`config.mk`:
```
export PLATFORM = sky130hd
export DESIGN_NAME = ifetch_sequencer
export DESIGN_NICKNAME = d
export VERILOG_FILES = /design/src/rtl/ifetch_sequencer.sv
export SDC_FILE = /design/constraint.sdc
export NUM_CORES = 1
export LEC_CHECK = 0
export ABC_CLOCK_PERIOD_IN_PS = 2600
export BUFFER_PORTS_ARGS = -buffer_cell sky130_fd_sc_hd__buf_2
export CAP_MARGIN = 20
export CORE_MARGIN = 2
export CORE_UTILIZATION = 25
export CTS_BUF_LIST = sky130_fd_sc_hd__clkbuf_16
export DETAILED_ROUTE_END_ITERATION = 10
export GPL_TIMING_DRIVEN = 0
export PLACE_DENSITY = 0.59
export SYNTH_ARGS = -nofsm -noshare
export SYNTH_HDL_FRONTEND = slang
export SYNTH_SLANG_ARGS = --single-unit
```
`constraint.sdc`:
```
create_clock -name clk -period 2.6 [get_ports clk]
set_input_delay 0.52 -clock clk [delete_from_list [all_inputs] [get_ports clk]]
set_output_delay 0.52 -clock clk [all_outputs]
set_load 0.1 [all_outputs]
```
`src/rtl/ifetch_sequencer.sv`:
```
// Instruction-fetch sequencer: turns one CPU fetch request at a time into a
// single memory read, with flush/kill handling and a stall-able result.
module ifetch_sequencer #(
  parameter int ADDR_W = 32,
  parameter int DATA_W = 32
) (
  input  logic              clk,
  input  logic              rst,
  input  logic              cpu_read,
  input  logic [ADDR_W-1:0] cpu_addr,
  input  logic [ADDR_W-1:0] cpu_pc,
  input  logic              cpu_addr_err,
  input  logic              cpu_flush,
  input  logic              cpu_stall_req,
  output logic              cpu_stall,
  output logic              cpu_rvalid,
  output logic [DATA_W-1:0] cpu_rdata,
  output logic              mem_req,
  output logic [ADDR_W-1:0] mem_addr,
  input  logic              mem_ack,
  input  logic              mem_rvalid,
  input  logic [DATA_W-1:0] mem_rdata
);

  typedef enum logic [1:0] {
    S_IDLE = 2'd0,
    S_REQ  = 2'd1,
    S_WAIT = 2'd2,
    S_DONE = 2'd3
  } state_e;

  state_e            state_q;
  logic              kill_q;
  logic              mem_req_q;
  logic [ADDR_W-1:0] addr_q;
  logic [ADDR_W-1:0] pc_q;
  logic [DATA_W-1:0] data_q;

  // The result is only presented while the fetch stage still points at the
  // PC it was fetched for; a same-cycle flush hides it.
  assign cpu_rvalid = (state_q == S_DONE) && (cpu_pc == pc_q) && !cpu_flush;
  assign cpu_rdata  = cpu_rvalid ? data_q : '0;
  assign cpu_stall  = cpu_read && !cpu_flush && !cpu_addr_err && !cpu_rvalid;
  assign mem_req    = mem_req_q;
  assign mem_addr   = mem_req_q ? addr_q : '0;

  // NOTE: all state is updated with non-blocking assignments so every flop
  // samples the pre-edge values of the others, whatever the statement order.
  always_ff @(posedge clk) begin
    if (rst) begin
      state_q   <= S_IDLE;
      kill_q    <= 1'b0;
      mem_req_q <= 1'b0;
      addr_q    <= '0;
      pc_q      <= '0;
      // NOTE: the data register is reset too, so nothing stale can ever
      // reach cpu_rdata after a reset.
      data_q    <= '0;
    end else begin
      case (state_q)
        S_IDLE: begin
          if (cpu_read && !cpu_addr_err && !cpu_flush) begin
            addr_q    <= cpu_addr;
            pc_q      <= cpu_pc;
            kill_q    <= 1'b0;
            mem_req_q <= 1'b1;
            state_q   <= S_REQ;
          end
        end
        S_REQ: begin
          if (cpu_flush) kill_q <= 1'b1;
          if (mem_ack) begin
            mem_req_q <= 1'b0;
            state_q   <= S_WAIT;
          end
        end
        S_WAIT: begin
          if (cpu_flush) kill_q <= 1'b1;
          if (mem_rvalid) begin
            // A flush arriving with the data kills it just like an earlier one.
            if (!kill_q && !cpu_flush) begin
              data_q  <= mem_rdata;
              state_q <= S_DONE;
            end else begin
              state_q <= S_IDLE;
            end
          end
        end
        S_DONE: begin
          if (cpu_flush || (cpu_pc != pc_q) || !cpu_stall_req) state_q <= S_IDLE;
        end
        default: state_q <= S_IDLE;
      endcase
    end
  end

endmodule
```
==> After elaboration in Yosys (flattened, before gate mapping) <==
Index checks and enable logic that the tools add are counted.
{ "word_totals": {"regBits": 100, "in_bits": 104, "output_inout_bits": 67, "word_cells": 54} }
{ "op_classes": {"n_eq_ne": 10, "mux": 14, "reduce_logical": 24} }
{ "ops": {"columns": ["op", "count"], "rows": [
  ["2-to-1 mux 32 bit", 2],
  ["equality test 32 bit", 1],
  ["inequality test 32 bit", 1],
  ["2-to-1 mux 2 bit", 5],
  ["AND reduction 3 bit", 3],
  ["logical AND 1 bit", 8],
  ["one-hot mux 2 bit (4 select lines)", 1],
  ["inequality test 2 bit, second input constant", 3],
  ["logical NOT 1 bit", 5],
  ["equality test 2 bit, second input constant", 2],
  ["2-to-1 mux 1 bit", 4],
  ["inequality test 2 x 1 -> 1 bit, second input constant", 2],
  ["one-hot mux 1 bit (2 select lines)", 2],
  ["AND reduction 4 bit", 1],
  ["nonzero test 2 bit", 2],
  ["equality test 2 x 1 -> 1 bit, second input constant", 1],
  ["logical NOT 2 bit", 1],
  ["logical OR 1 bit", 2],
  ["AND reduction 2 bit", 1],
  ["OR reduction 2 bit", 1]
]} }

==> Longest topological paths before layout <==
Gate-level depths: netlist (run 1).
{ "depth": {"word_depth": 5, "mapped_depth": 9, "ltp_nobuf": 7} }

==> Least setup slack after synthesis (run 1) <==
No wires, ideal clock.
{ "synth_timing": {"kind": "input-to-output", "from": "in cpu_pc[18]", "to": "out cpu_stall", "arrival_ps": 2634, "required_ps": 2080, "slack_ps": -554, "path_stages": 6, "n_path_buf": 0, "cell_sequence": "xor2_1 nor4_1 nand4_1 nor2_4 and2_2 nor2_1"} }
{ "synth_via": {"elab_chain_cells": 5} }
{ "synth_lines": {"columns": ["item", "line", "rtl"], "rows": [
  ["start, declared", "11", "input logic [ADDR_W-1:0] cpu_pc,"],
  ["equality test 32 bit", "41", "assign cpu_rvalid = (state_q == S_DONE) && (cpu_pc == pc_q) && !cpu_flush;"],
  ["logical AND 1 bit (2 in a row)", "41", null],
  ["net cpu_rvalid", "16", "output logic cpu_rvalid,"],
  ["logical NOT 1 bit", "43", "assign cpu_stall = cpu_read && !cpu_flush && !cpu_addr_err && !cpu_rvalid;"],
  ["logical AND 1 bit", "43", null],
  ["end, declared", "15", "output logic cpu_stall,"]
]} }
The timed path passes the listed nets, and every way through them passes these cells.

==> Worst setup path after layout (run 1) <==
{ "layout_timing": {"from": "reg pc_q[27]", "to": "out cpu_rdata[3]"} }
{ "layout_via": {"elab_chain_cells": 4} }
{ "layout_lines": {"columns": ["item", "line", "rtl"], "rows": [
  ["start, declared", "36", "logic [ADDR_W-1:0] pc_q;"],
  ["start signal, assigned", "64", "pc_q <= cpu_pc;"],
  ["equality test 32 bit", "41", null],
  ["logical AND 1 bit (2 in a row)", "41", null],
  ["2-to-1 mux 32 bit", "42", "assign cpu_rdata = cpu_rvalid ? data_q : '0;"],
  ["end, declared", "17", "output logic [DATA_W-1:0] cpu_rdata,"]
]} }
Every way passes these cells.

==> flow_metrics.env, run 1 <==
export IMPL_outcome="complete, but fails checks"
export IMPL_failed_checks="negative setup slack"
export IMPL_cts_clk_slew_worst_paths_ns=0.07
export IMPL_insertion_delay_ns=0.35
export IMPL_synth_cell_type_count=31
export IMPL_pwr_density_cell_nw_per_um2=581
export IMPL_finalWorstSetupSlack_ns=-0.140
export IMPL_dp_cells=970
export IMPL_route_antenna_remaining_nets=0
export IMPL_layoutNonFillerInstCount=990
export IMPL_cpMostUsedCell="sky130_fd_sc_hd__buf_12"
export IMPL_synthToLayoutAreaGrowth_pct=51.1
export IMPL_antenna_found_initial=2
export IMPL_min_delay_path_class="primary input to register"
export IMPL_synth_seq_cells=100
export IMPL_critPathMaxFanout=10
export IMPL_synth_top_area_share_pct=45.5
export IMPL_synth_top_cells_by_area="sky130_fd_sc_hd__dfxtp_1 45%, sky130_fd_sc_hd__nand2_1 17%, sky130_fd_sc_hd__a21oi_1 11%"
export IMPL_final_hold_violating_endpoints=0
export IMPL_timing_setup_critical_path_class="register to output port"
export IMPL_post_synth_inst_count=575
export IMPL_first_global_vias=4145
export IMPL_yosys_cell_count_top_type="sky130_fd_sc_hd__nand2_1"
export IMPL_critical_path_max_stage_delay_ns=0.35
export IMPL_post_route_util_pct=38.6
export IMPL_cp_required_ns=2.08
export IMPL_cts_inserted_buffers=9
export IMPL_netlist_area_um2=4400
export IMPL_asyncSetResetFlopFracSynth_pct=0
export IMPL_initialDrtViolationCount=120
export IMPL_synth_edf_count=0
export IMPL_cp_cell_sequence="xor2_1, nor4_2, nand4_1, nor2_4, buf_12, clkbuf_16, and3_4, buf_12"
export IMPL_setup_viol=33
export IMPL_remaining_drc_errors=0
export IMPL_die_x_um=137
export IMPL_grt_util_all_layers_pct=14.6
export IMPL_ctsHtreeMaxLevel=3
export IMPL_floorplan_initialDensity_pct=25.5
export IMPL_postSynthAreaPerCell_um2=7.65
export IMPL_dpl_hpwl_mm=9.59
export IMPL_ctsRootBufferMaster="sky130_fd_sc_hd__clkbuf_16"
export IMPL_worst_path_max_delay_cell="sky130_fd_sc_hd__nor4_2"
export IMPL_io_pin_count=171
export IMPL_wl_mm=13.3
export IMPL_clock_tree_from_tritoncts="done"
export IMPL_drt_wirelength_per_cell_um=13.4
export IMPL_fillCellCount=1811
export IMPL_timing_critical_path_arrival_ns=2.22
export IMPL_critical_path_endpoint_type="output port"
export IMPL_actual_slew_at_the_worst_max_slew_pin_ns=0.604
export IMPL_synth_top_cells_by_count="200 x sky130_fd_sc_hd__nand2_1, 100 x sky130_fd_sc_hd__dfxtp_1, 98 x sky130_fd_sc_hd__a21oi_1"
export IMPL_synth_seq_area_share_pct=45.5
export IMPL_routed_via_density=4.33
export IMPL_cp_top_family="simple AND/OR/NAND/NOR gates"
export IMPL_post_route_skew_ns=0.0106
export IMPL_grt_overflow_total=0
export IMPL_p_leak_nw=2.71
export IMPL_cts_sink_count=100
export IMPL_postSynth_topFlopCell="sky130_fd_sc_hd__dfxtp_1"
export IMPL_cp_num_buf_inv=3
export IMPL_rsz0062_at_grt="yes"
export IMPL_max_vdd_ir_drop_mv=0.349
export IMPL_yosys_area_top_type="sky130_fd_sc_hd__dfxtp_1"
export IMPL_fin_nets=868
export IMPL_maximum_number_of_pins_on_one_net_before_global_route_repair=17
export IMPL_clk_path_buf_depth=2
export IMPL_fp_coreArea_um2=17200
export IMPL_final_period_minus_worst_setup_slack_ns=2.74
export IMPL_synthesis_yosys_warnings=0
export IMPL_place_port_buffers=170
export IMPL_max_capacitance_violation_count=0
export IMPL_final_weighted_congestion_in_routability_driven_placement=0.724
export IMPL_floorplan_die_area_um2=18700
export IMPL_postSynthNetCount=684
export IMPL_grt_pass1_wl_mm=21.1
export IMPL_num_vias=4282
export IMPL_timing_max_slew_rel_slack_pct=59.7
export IMPL_die_h_um=137
export IMPL_layout_drive_gt1_share_pct=31.8
export IMPL_placement_rows=48
export IMPL_timing_final_max_slew_violations=0
export IMPL_period_share_pct=105
export IMPL_drt_pass1_iterations=4
export IMPL_max_clock_freq_mhz=365
export IMPL_startpoint_type="register"
final timing paths:
check / startpoint / end / slack, ns / cells past startpoint
worst min-delay path: cpu_addr[10] / addr_q[10]$_SDFFE_PP0P_ / 0.40 / 3
worst max register to register: pc_q[27]$_SDFFE_PP0P_ / state_q[1]$_SDFFE_PP0P_ / 0.53 / 9
worst min register to register: addr_q[21]$_SDFFE_PP0P_ / addr_q[21]$_SDFFE_PP0P_ / 0.45 / 2
worst max-delay path: pc_q[27]$_SDFFE_PP0P_ / cpu_rdata[3] / -0.14 / 8
power by group:
part	total (mW)	leakage, nW	switching, mW	internal [mW]
combinational	0.730	1.75	0.488	0.242
clock	1.45	0.157	0.607	0.841
sequential	1.69	0.811	0.0635	1.63
total	3.87	2.71	1.16	2.71
final cells by class:
type / count / area, µm² / share of cell area (%)
multi-input cells: 430 / 2410 / 36.3
flip-flops and latches: 100 / 2010 / 30.2
repair buffers: 173 / 1390 / 20.9
well taps: 225 / 282 / 4.23
clock buffers: 9 / 225 / 3.39
plain buffers: 41 / 224 / 3.37
clock inverters: 7 / 91.3 / 1.37
inverters: 4 / 15.0 / 0.226
diodes: 1 / 2.50 / 0.0376
metrics by stage:
step / cell area [µm²] / setup TNS, ns / power, mW / worst slack (ns) / hold WS [ns]
after floorplan: 4440 / -0.0957 / 2.21 / -0.0957 / 0.432
after global placement: 5570 / -16.14 / 2.44 / -0.530 / 0.438
after detailed placement: 5570 / -15.68 / 2.45 / -0.525 / 0.442
after CTS: 6630 / -4.65 / 3.93 / -0.156 / 0.386
after global routing: 6650 / -6.60 / 4.09 / -0.221 / 0.390
final: 6650 / -3.95 / 3.87 / -0.140 / 0.399
flip-flops by register name, summed over array words and instances (netlist names):
| signal | count |
|---|---|
| addr_q | 32 |
| state_q | 2 |
| data_q | 32 |
| kill_q | 1 |
| mem_req | 1 |
| pc_q | 32 |
routing by layer:
layer / part of all wire [%] / vias to the layer above / global-route usage, % / routed length, µm
met5: 0.098 / - / 0 / 13
met4: 1.6 / 2 / 4.80 / 206
met3: 8.5 / 16 / 5.56 / 1130
met2: 45 / 137 / 23.2 / 5910
met1: 45 / 1887 / 18.3 / 6010
li1: - / 2240 / - / -
tightest hold or removal path, cell delays in order:
cell                      delay, ns
sky130_fd_sc_hd__buf_2         0.09
sky130_fd_sc_hd__nand2_1       0.04
sky130_fd_sc_hd__a21oi_1       0.05
what timing repair did:
action,CTS,global route
hold buffers,0,0
buffers inserted,3,0
gates resized for setup,180,4
endpoints found under the setup margin,34,34
pin swaps,7,11
cell usage in the layout, fill, tap and decap left out, drive strengths merged, types with 4 or more instances in the layout:
cell,n
ha,5
and2,35
buf,185
clkbuf,38
nand2,200
a21oi,98
clkinv,5
nor2,5
nor4,7
xor2,32
dfxtp,100
and3,33
inv,4
cell families (layout without fill, tap and decap cells):
family / after synthesis / after routing / share of synthesized area [%]
buffers and inverters: 45 / 234 / 4.07
DFF: 100 / 100 / 45.5
adders and majority gates: 5 / 5 / 1.42
muxes: 2 / 2 / 0.569
AOI/OAI and AO/OA: 104 / 104 / 12.5
xor gates and xnor gates: 32 / 32 / 6.37
other: 0 / 1 / 0
and+or+nand+nor: 287 / 287 / 29.6
Note: power is estimated with default switching activity, not from simulation.
==> run 2: changes to the inputs <==
--- a/config.mk
+++ b/config.mk
@@ -14,6 +14,7 @@
 export DETAILED_ROUTE_END_ITERATION = 10
 export GPL_TIMING_DRIVEN = 0
 export PLACE_DENSITY = 0.59
+export SKIP_LAST_GASP = 1
 export SYNTH_ARGS = -nofsm -noshare
 export SYNTH_HDL_FRONTEND = slang
 export SYNTH_SLANG_ARGS = --single-unit
==> run 2 against run 1 <==
Against the previous run: the run still ends with negative setup slack left; worst hold slack hardly changed; final cell count unchanged; routed wire length fell by 0.33%; clock power about the same; total power about the same; die area is the same; combinational power barely moved; first-iteration DRC count increased by 20%; critical endpoint unchanged.
==> flow_metrics.env, run 2 (synthesis gave the netlist of run 1 again) <==
export IMPL_outcome="complete, but fails checks"
export IMPL_failed_checks="negative setup slack"
export IMPL_max_vdd_ir_drop_mv=0.350
export IMPL_p_leak_nw=2.71
export IMPL_setup_worst_path_end="cpu_rdata[3]"
export IMPL_final_period_minus_worst_setup_slack_ns=2.74
export IMPL_regToRegEndpoint="state_q[1]$_SDFFE_PP0P_"
export IMPL_cts_sink_count=100
export IMPL_grt_overflow_total=0
export IMPL_final_weighted_congestion_in_routability_driven_placement=0.724
export IMPL_remaining_drc_errors=0
export IMPL_cp_required_ns=2.08
export IMPL_worst_hold_slack_ns=0.399
export IMPL_initialDrtViolationCount=144
export IMPL_num_vias=4281
export IMPL_placement_rows=48
export IMPL_ctsRootBufferMaster="sky130_fd_sc_hd__clkbuf_16"
export IMPL_fp_coreArea_um2=17200
export IMPL_setup_viol=33
export IMPL_fin_total_pwr_mw=3.87
export IMPL_clock_tree_from_tritoncts="done"
export IMPL_final_hold_violating_endpoints=0
export IMPL_pwr_density_cell_nw_per_um2=582
export IMPL_routed_via_density=4.32
export IMPL_insertion_delay_ns=0.35
export IMPL_layout_commonest_cell="sky130_fd_sc_hd__nand2_1"
export IMPL_fin_nets=868
export IMPL_timing_final_max_slew_violations=0
export IMPL_worstRegToRegCells=9
export IMPL_layout_drive_gt1_share_pct=31.8
export IMPL_floorplan_die_area_um2=18700
export IMPL_floorplan_initialDensity_pct=25.5
export IMPL_grt_util_all_layers_pct=14.6
export IMPL_cts_inserted_buffers=9
export IMPL_clk_path_buf_depth=2
export IMPL_die_x_um=137
export IMPL_antenna_found_initial=2
export IMPL_place_port_buffers=170
export IMPL_rsz0062_at_grt="yes"
export IMPL_timing_setup_critical_path_class="register to output port"
export IMPL_ctsHtreeMaxLevel=3
export IMPL_startpoint="pc_q[27]$_SDFFE_PP0P_"
export IMPL_critPathMaxFanout=10
export IMPL_setup_reg_to_reg_worst_slack_ns=0.53
export IMPL_max_clock_freq_mhz=365
export IMPL_cts_clk_slew_worst_paths_ns=0.07
export IMPL_timing_critical_path_arrival_ns=2.22
export IMPL_drt_wirelength_per_cell_um=13.4
export IMPL_first_global_vias=4131
export IMPL_grt_pass1_wl_mm=21.1
export IMPL_min_delay_path_class="primary input to register"
export IMPL_post_route_skew_ns=0.0105
export IMPL_route_antenna_remaining_nets=0
export IMPL_wl_mm=13.2
export IMPL_fillCellCount=1809
export IMPL_layout_common_cells="200 x sky130_fd_sc_hd__nand2_1, 141 x sky130_fd_sc_hd__buf_2, 98 x sky130_fd_sc_hd__a21oi_1"
export IMPL_drt_pass1_iterations=4
export IMPL_period_share_pct=105
export IMPL_preCtsSetupSlack_ns=-0.525
export IMPL_startpoint_type="register"
export IMPL_largest_registers="addr_q x32, data_q x32, pc_q x32"
export IMPL_maximum_number_of_pins_on_one_net_before_global_route_repair=17
export IMPL_finalWorstSetupSlack_ns=-0.142
export IMPL_actual_slew_at_the_worst_max_slew_pin_ns=0.597
export IMPL_dpl_hpwl_mm=9.59
export IMPL_cts_hold_buffers_added=0
export IMPL_synthToLayoutAreaGrowth_pct=51.1
export IMPL_r2r_start="pc_q[27]$_SDFFE_PP0P_"
export IMPL_worst_hold_startpoint="cpu_addr[10]"
export IMPL_max_capacitance_violation_count=0
export IMPL_timing_max_slew_rel_slack_pct=60.2
export IMPL_io_pin_count=171
export IMPL_critical_path_endpoint_type="output port"
export IMPL_die_h_um=137
-- run 2: cell counts in the layout (fill, tap and decap cells not counted) --
Identical to the previous run, type by type.
-- run 2: worst min-delay path by stage --
stage                         endpoint  slack, ns  cells past startpoint
4_1_cts        addr_q[10]$_SDFFE_PP0P_       0.39                      3
3_3_place_gp   data_q[27]$_SDFFE_PP0P_       0.44                      2
6_report       addr_q[10]$_SDFFE_PP0P_       0.40                      3
5_1_grt         addr_q[5]$_SDFFE_PP0P_       0.39                      3
3_5_place_dp   data_q[17]$_SDFFE_PP0P_       0.44                      2
2_1_floorplan   data_q[0]$_SDFFE_PP0P_       0.43                      2
-- run 2: area by class of cell --
cell class / count / area, µm² / area share (%)
Multi-Input combinational cell: 430 / 2410 / 36.3
Sequential cell: 100 / 2010 / 30.2
Timing Repair Buffer: 173 / 1390 / 20.9
Tap cell: 225 / 282 / 4.23
Clock buffer: 9 / 225 / 3.39
Buffer: 41 / 224 / 3.37
Clock inverter: 7 / 91.3 / 1.37
Inverter: 4 / 15.0 / 0.226
Antenna cell: 1 / 2.50 / 0.0376
-- run 2: routing by layer --
metal  vias to the layer above  part of all wire (%)  track usage, %
met2                       135                    44            23.1
met1                      1887                    45            18.3
met4                         2                   1.5            4.69
met3                        16                   8.5            5.44
li1                       2241                     -               -
met5                         -                 0.098               0
-- run 2: where the power goes --
part	switching, mW	internal (mW)
Clock	0.609	0.841
Combinational	0.488	0.242
Sequential	0.0636	1.63
-- run 2: timing repair --
action,CTS,global route
setup endpoints to repair,34,34
pin swaps,4,2
resized for setup,178,6
buffers inserted,3,0
-- run 2: per-stage QoR --
| stage | TNS, ns | std cells | area (µm²) | utilization (%) |
|---|---|---|---|---|
| after global placement | -16.14 | 970 | 5570 | 32.3 |
| after global routing | -6.72 | 990 | 6650 | 38.6 |
| after CTS | -4.69 | 989 | 6620 | 38.4 |
| after detailed placement | -15.68 | 970 | 5570 | 32.3 |
| final | -4.06 | 990 | 6650 | 38.6 |
| after floorplan | -0.0957 | 575 | 4440 | - |
-- run 2: critical path, cell delays in order (launching register included) --
cell                        delay (ns)
sky130_fd_sc_hd__dfxtp_2          0.33
sky130_fd_sc_hd__xor2_1           0.16
sky130_fd_sc_hd__nor4_2           0.35
sky130_fd_sc_hd__nand4_1          0.20
sky130_fd_sc_hd__nor2_4           0.16
sky130_fd_sc_hd__buf_12           0.14
sky130_fd_sc_hd__clkbuf_16        0.15
sky130_fd_sc_hd__and3_4           0.20
sky130_fd_sc_hd__buf_12           0.17
==> run 3: changes to the inputs <==
--- a/config.mk
+++ b/config.mk
@@ -9,11 +9,11 @@
 export BUFFER_PORTS_ARGS = -buffer_cell sky130_fd_sc_hd__buf_2
 export CAP_MARGIN = 20
 export CORE_MARGIN = 2
-export CORE_UTILIZATION = 25
+export CORE_UTILIZATION = 50
 export CTS_BUF_LIST = sky130_fd_sc_hd__clkbuf_16
 export DETAILED_ROUTE_END_ITERATION = 10
 export GPL_TIMING_DRIVEN = 0
-export PLACE_DENSITY = 0.59
+export PLACE_DENSITY = 0.94
 export SKIP_LAST_GASP = 1
 export SYNTH_ARGS = -nofsm -noshare
 export SYNTH_HDL_FRONTEND = slang
==> run 3 against run 2 <==
Against the previous run: the run still ends with negative setup slack left; highest routed layer is now met4; routed wire length increased by 19%; design area decreased by 1.4%; flip-flop and latch count unchanged; critical path type is now primary input to output port.
==> flow_metrics.env, run 3 (synthesis gave the netlist of run 1 again) <==
export IMPL_worst_path_max_delay_cell="sky130_fd_sc_hd__nor4_2"
export IMPL_setup_worst_path_end="cpu_rdata[22]"
export IMPL_max_clock_freq_mhz=363
export IMPL_clk_path_buf_depth=2
export IMPL_io_pin_count=171
export IMPL_largest_registers="addr_q x32, data_q x32, pc_q x32"
export IMPL_layout_common_cells="200 x sky130_fd_sc_hd__nand2_1, 141 x sky130_fd_sc_hd__buf_2, 98 x sky130_fd_sc_hd__a21oi_1"
export IMPL_remaining_drc_errors=0
export IMPL_routed_via_density=5.54
export IMPL_fp_coreArea_um2=8640
export IMPL_place_port_buffers=170
export IMPL_ctsRootBufferMaster="sky130_fd_sc_hd__clkbuf_16"
export IMPL_initialDrtViolationCount=278
export IMPL_cp_required_ns=2.08
export IMPL_antennaDiodeCount=0
export IMPL_max_vdd_ir_drop_mv=0.385
export IMPL_postLayoutCellArea_um2=6560
export IMPL_preCtsSetupSlack_ns=-0.461
export IMPL_route_antenna_remaining_nets=0
export IMPL_timing_max_slew_rel_slack_pct=61.9
export IMPL_clock_tree_from_tritoncts="done"
export IMPL_insertion_delay_ns=0.34
export IMPL_timing_critical_path_arrival_ns=2.24
export IMPL_wl_mm=15.7
export IMPL_post_route_skew_ns=0.00871
export IMPL_timing_final_max_slew_violations=0
export IMPL_failed_checks="negative setup slack"
export IMPL_outcome="complete, but fails checks"
export IMPL_regToRegEndpoint="data_q[16]$_SDFFE_PP0P_"
export IMPL_actual_slew_at_the_worst_max_slew_pin_ns=0.571
export IMPL_cts_clk_slew_worst_paths_ns=0.07
export IMPL_die_h_um=97.8
export IMPL_period_share_pct=106
export IMPL_drt_wirelength_per_cell_um=18.0
export IMPL_worst_hold_slack_ns=0.426
export IMPL_worstRegToRegCells=9
export IMPL_startpoint_type="primary input"
export IMPL_cts_sink_count=100
export IMPL_first_global_vias=4821
export IMPL_layout_commonest_cell="sky130_fd_sc_hd__nand2_1"
export IMPL_cts_inserted_buffers=9
export IMPL_grt_overflow_total=0
export IMPL_setup_reg_to_reg_worst_slack_ns=0.28
export IMPL_cp_cell_sequence="buf_2, xor2_2, nor4_2, nand4_1, nor2_4, buf_12, clkbuf_16, and3_4, buf_12"
export IMPL_placement_rows=34
export IMPL_maximum_number_of_pins_on_one_net_before_global_route_repair=17
export IMPL_num_vias=4851
export IMPL_final_period_minus_worst_setup_slack_ns=2.76
export IMPL_p_leak_nw=2.74
export IMPL_floorplan_initialDensity_pct=51.0
export IMPL_critical_path_endpoint_type="output port"
export IMPL_startpoint="cpu_pc[29]"
export IMPL_rsz0062_at_grt="yes"
export IMPL_ctsHtreeMaxLevel=3
export IMPL_grt_pass1_wl_mm=23.2
export IMPL_antenna_found_initial=0
export IMPL_r2r_start="state_q[0]$_SDFFE_PP0P_"
export IMPL_critPathMaxFanout=6
export IMPL_placed_cell_area_um2=5430
export IMPL_layout_drive_gt1_share_pct=33.2
export IMPL_cpMostUsedCell="sky130_fd_sc_hd__buf_12"
export IMPL_critical_path_max_stage_delay_ns=0.33
export IMPL_drt_pass1_iterations=5
export IMPL_max_capacitance_violation_count=0
export IMPL_tns_ns=-4.20
export IMPL_dpl_hpwl_mm=8.94
export IMPL_final_hold_violating_endpoints=0
export IMPL_worst_hold_startpoint="cpu_addr[22]"
export IMPL_setup_viol=34
export IMPL_fin_nets=872
export IMPL_synthToLayoutAreaGrowth_pct=49.1
export IMPL_finalWorstSetupSlack_ns=-0.157
export IMPL_final_weighted_congestion_in_routability_driven_placement=0.847
export IMPL_pwr_density_cell_nw_per_um2=579
export IMPL_grt_util_all_layers_pct=29.9
export IMPL_post_route_util_pct=76.0
export IMPL_die_x_um=97.8
export IMPL_floorplan_die_area_um2=9570
export IMPL_min_delay_path_class="primary input to register"
export IMPL_timing_setup_critical_path_class="primary input to output port"
-- run 3: report_power, final --
part	internal [mW]	leakage (nW)	switching (mW)
clock network	0.743	0.142	0.584
logic	0.247	1.78	0.527
registers	1.63	0.813	0.0712
total	2.62	2.74	1.18
-- run 3: repair_timing --
item | 4_1_cts | 5_1_grt
pin swaps | 13 | 11
endpoints found under the setup margin | 34 | 34
buffers inserted | 1 | 2
hold buffers | 0 | 0
gates resized for setup | 172 | 25
cloned | 1 | 3
-- run 3: through the flow --
step           std cells  power [mW]
3_3_place_gp         853        2.41
2_1_floorplan        575        2.21
5_1_grt              875        3.96
6_report             875        3.80
3_5_place_dp         853        2.44
4_1_cts              870        3.74
-- run 3: layout make-up --
| class | instances | area (µm²) |
|---|---|---|
| Multi-Input combinational cell | 430 | 2440 |
| Timing Repair Buffer | 177 | 1460 |
| Clock inverter | 6 | 65.1 |
| Fill cell | 593 | 2080 |
| Buffer | 41 | 216 |
| Clock buffer | 9 | 225 |
| Inverter | 4 | 15.0 |
| Sequential cell | 100 | 2010 |
| Tap cell | 108 | 135 |
-- run 3: worst min-delay path by stage --
stage / endpoint / cells past startpoint
final: addr_q[22]$_SDFFE_PP0P_ / 3
after floorplan: data_q[0]$_SDFFE_PP0P_ / 2
after detailed placement: data_q[11]$_SDFFE_PP0P_ / 2
after CTS: data_q[10]$_SDFFE_PP0P_ / 3
after global placement: data_q[28]$_SDFFE_PP0P_ / 2
after global routing: data_q[5]$_SDFFE_PP0P_ / 3
-- run 3: routing by layer --
metal | global-route usage, % | routed length (µm) | share of wire (%)
met3 | 8.52 | 1400 | 8.9
met1 | 33.3 | 5700 | 36
met2 | 53.7 | 7900 | 50
met4 | 12.0 | 730 | 4.6
met5 | 0 | 0 | 0
-- run 3: worst max-delay path: cells and delay by family --
| kind | cells | cell delay [ns] |
|---|---|---|
| xor+xnor | 1 | 0.18 |
| buf+inv | 4 | 0.59 |
| simple gates | 4 | 0.92 |
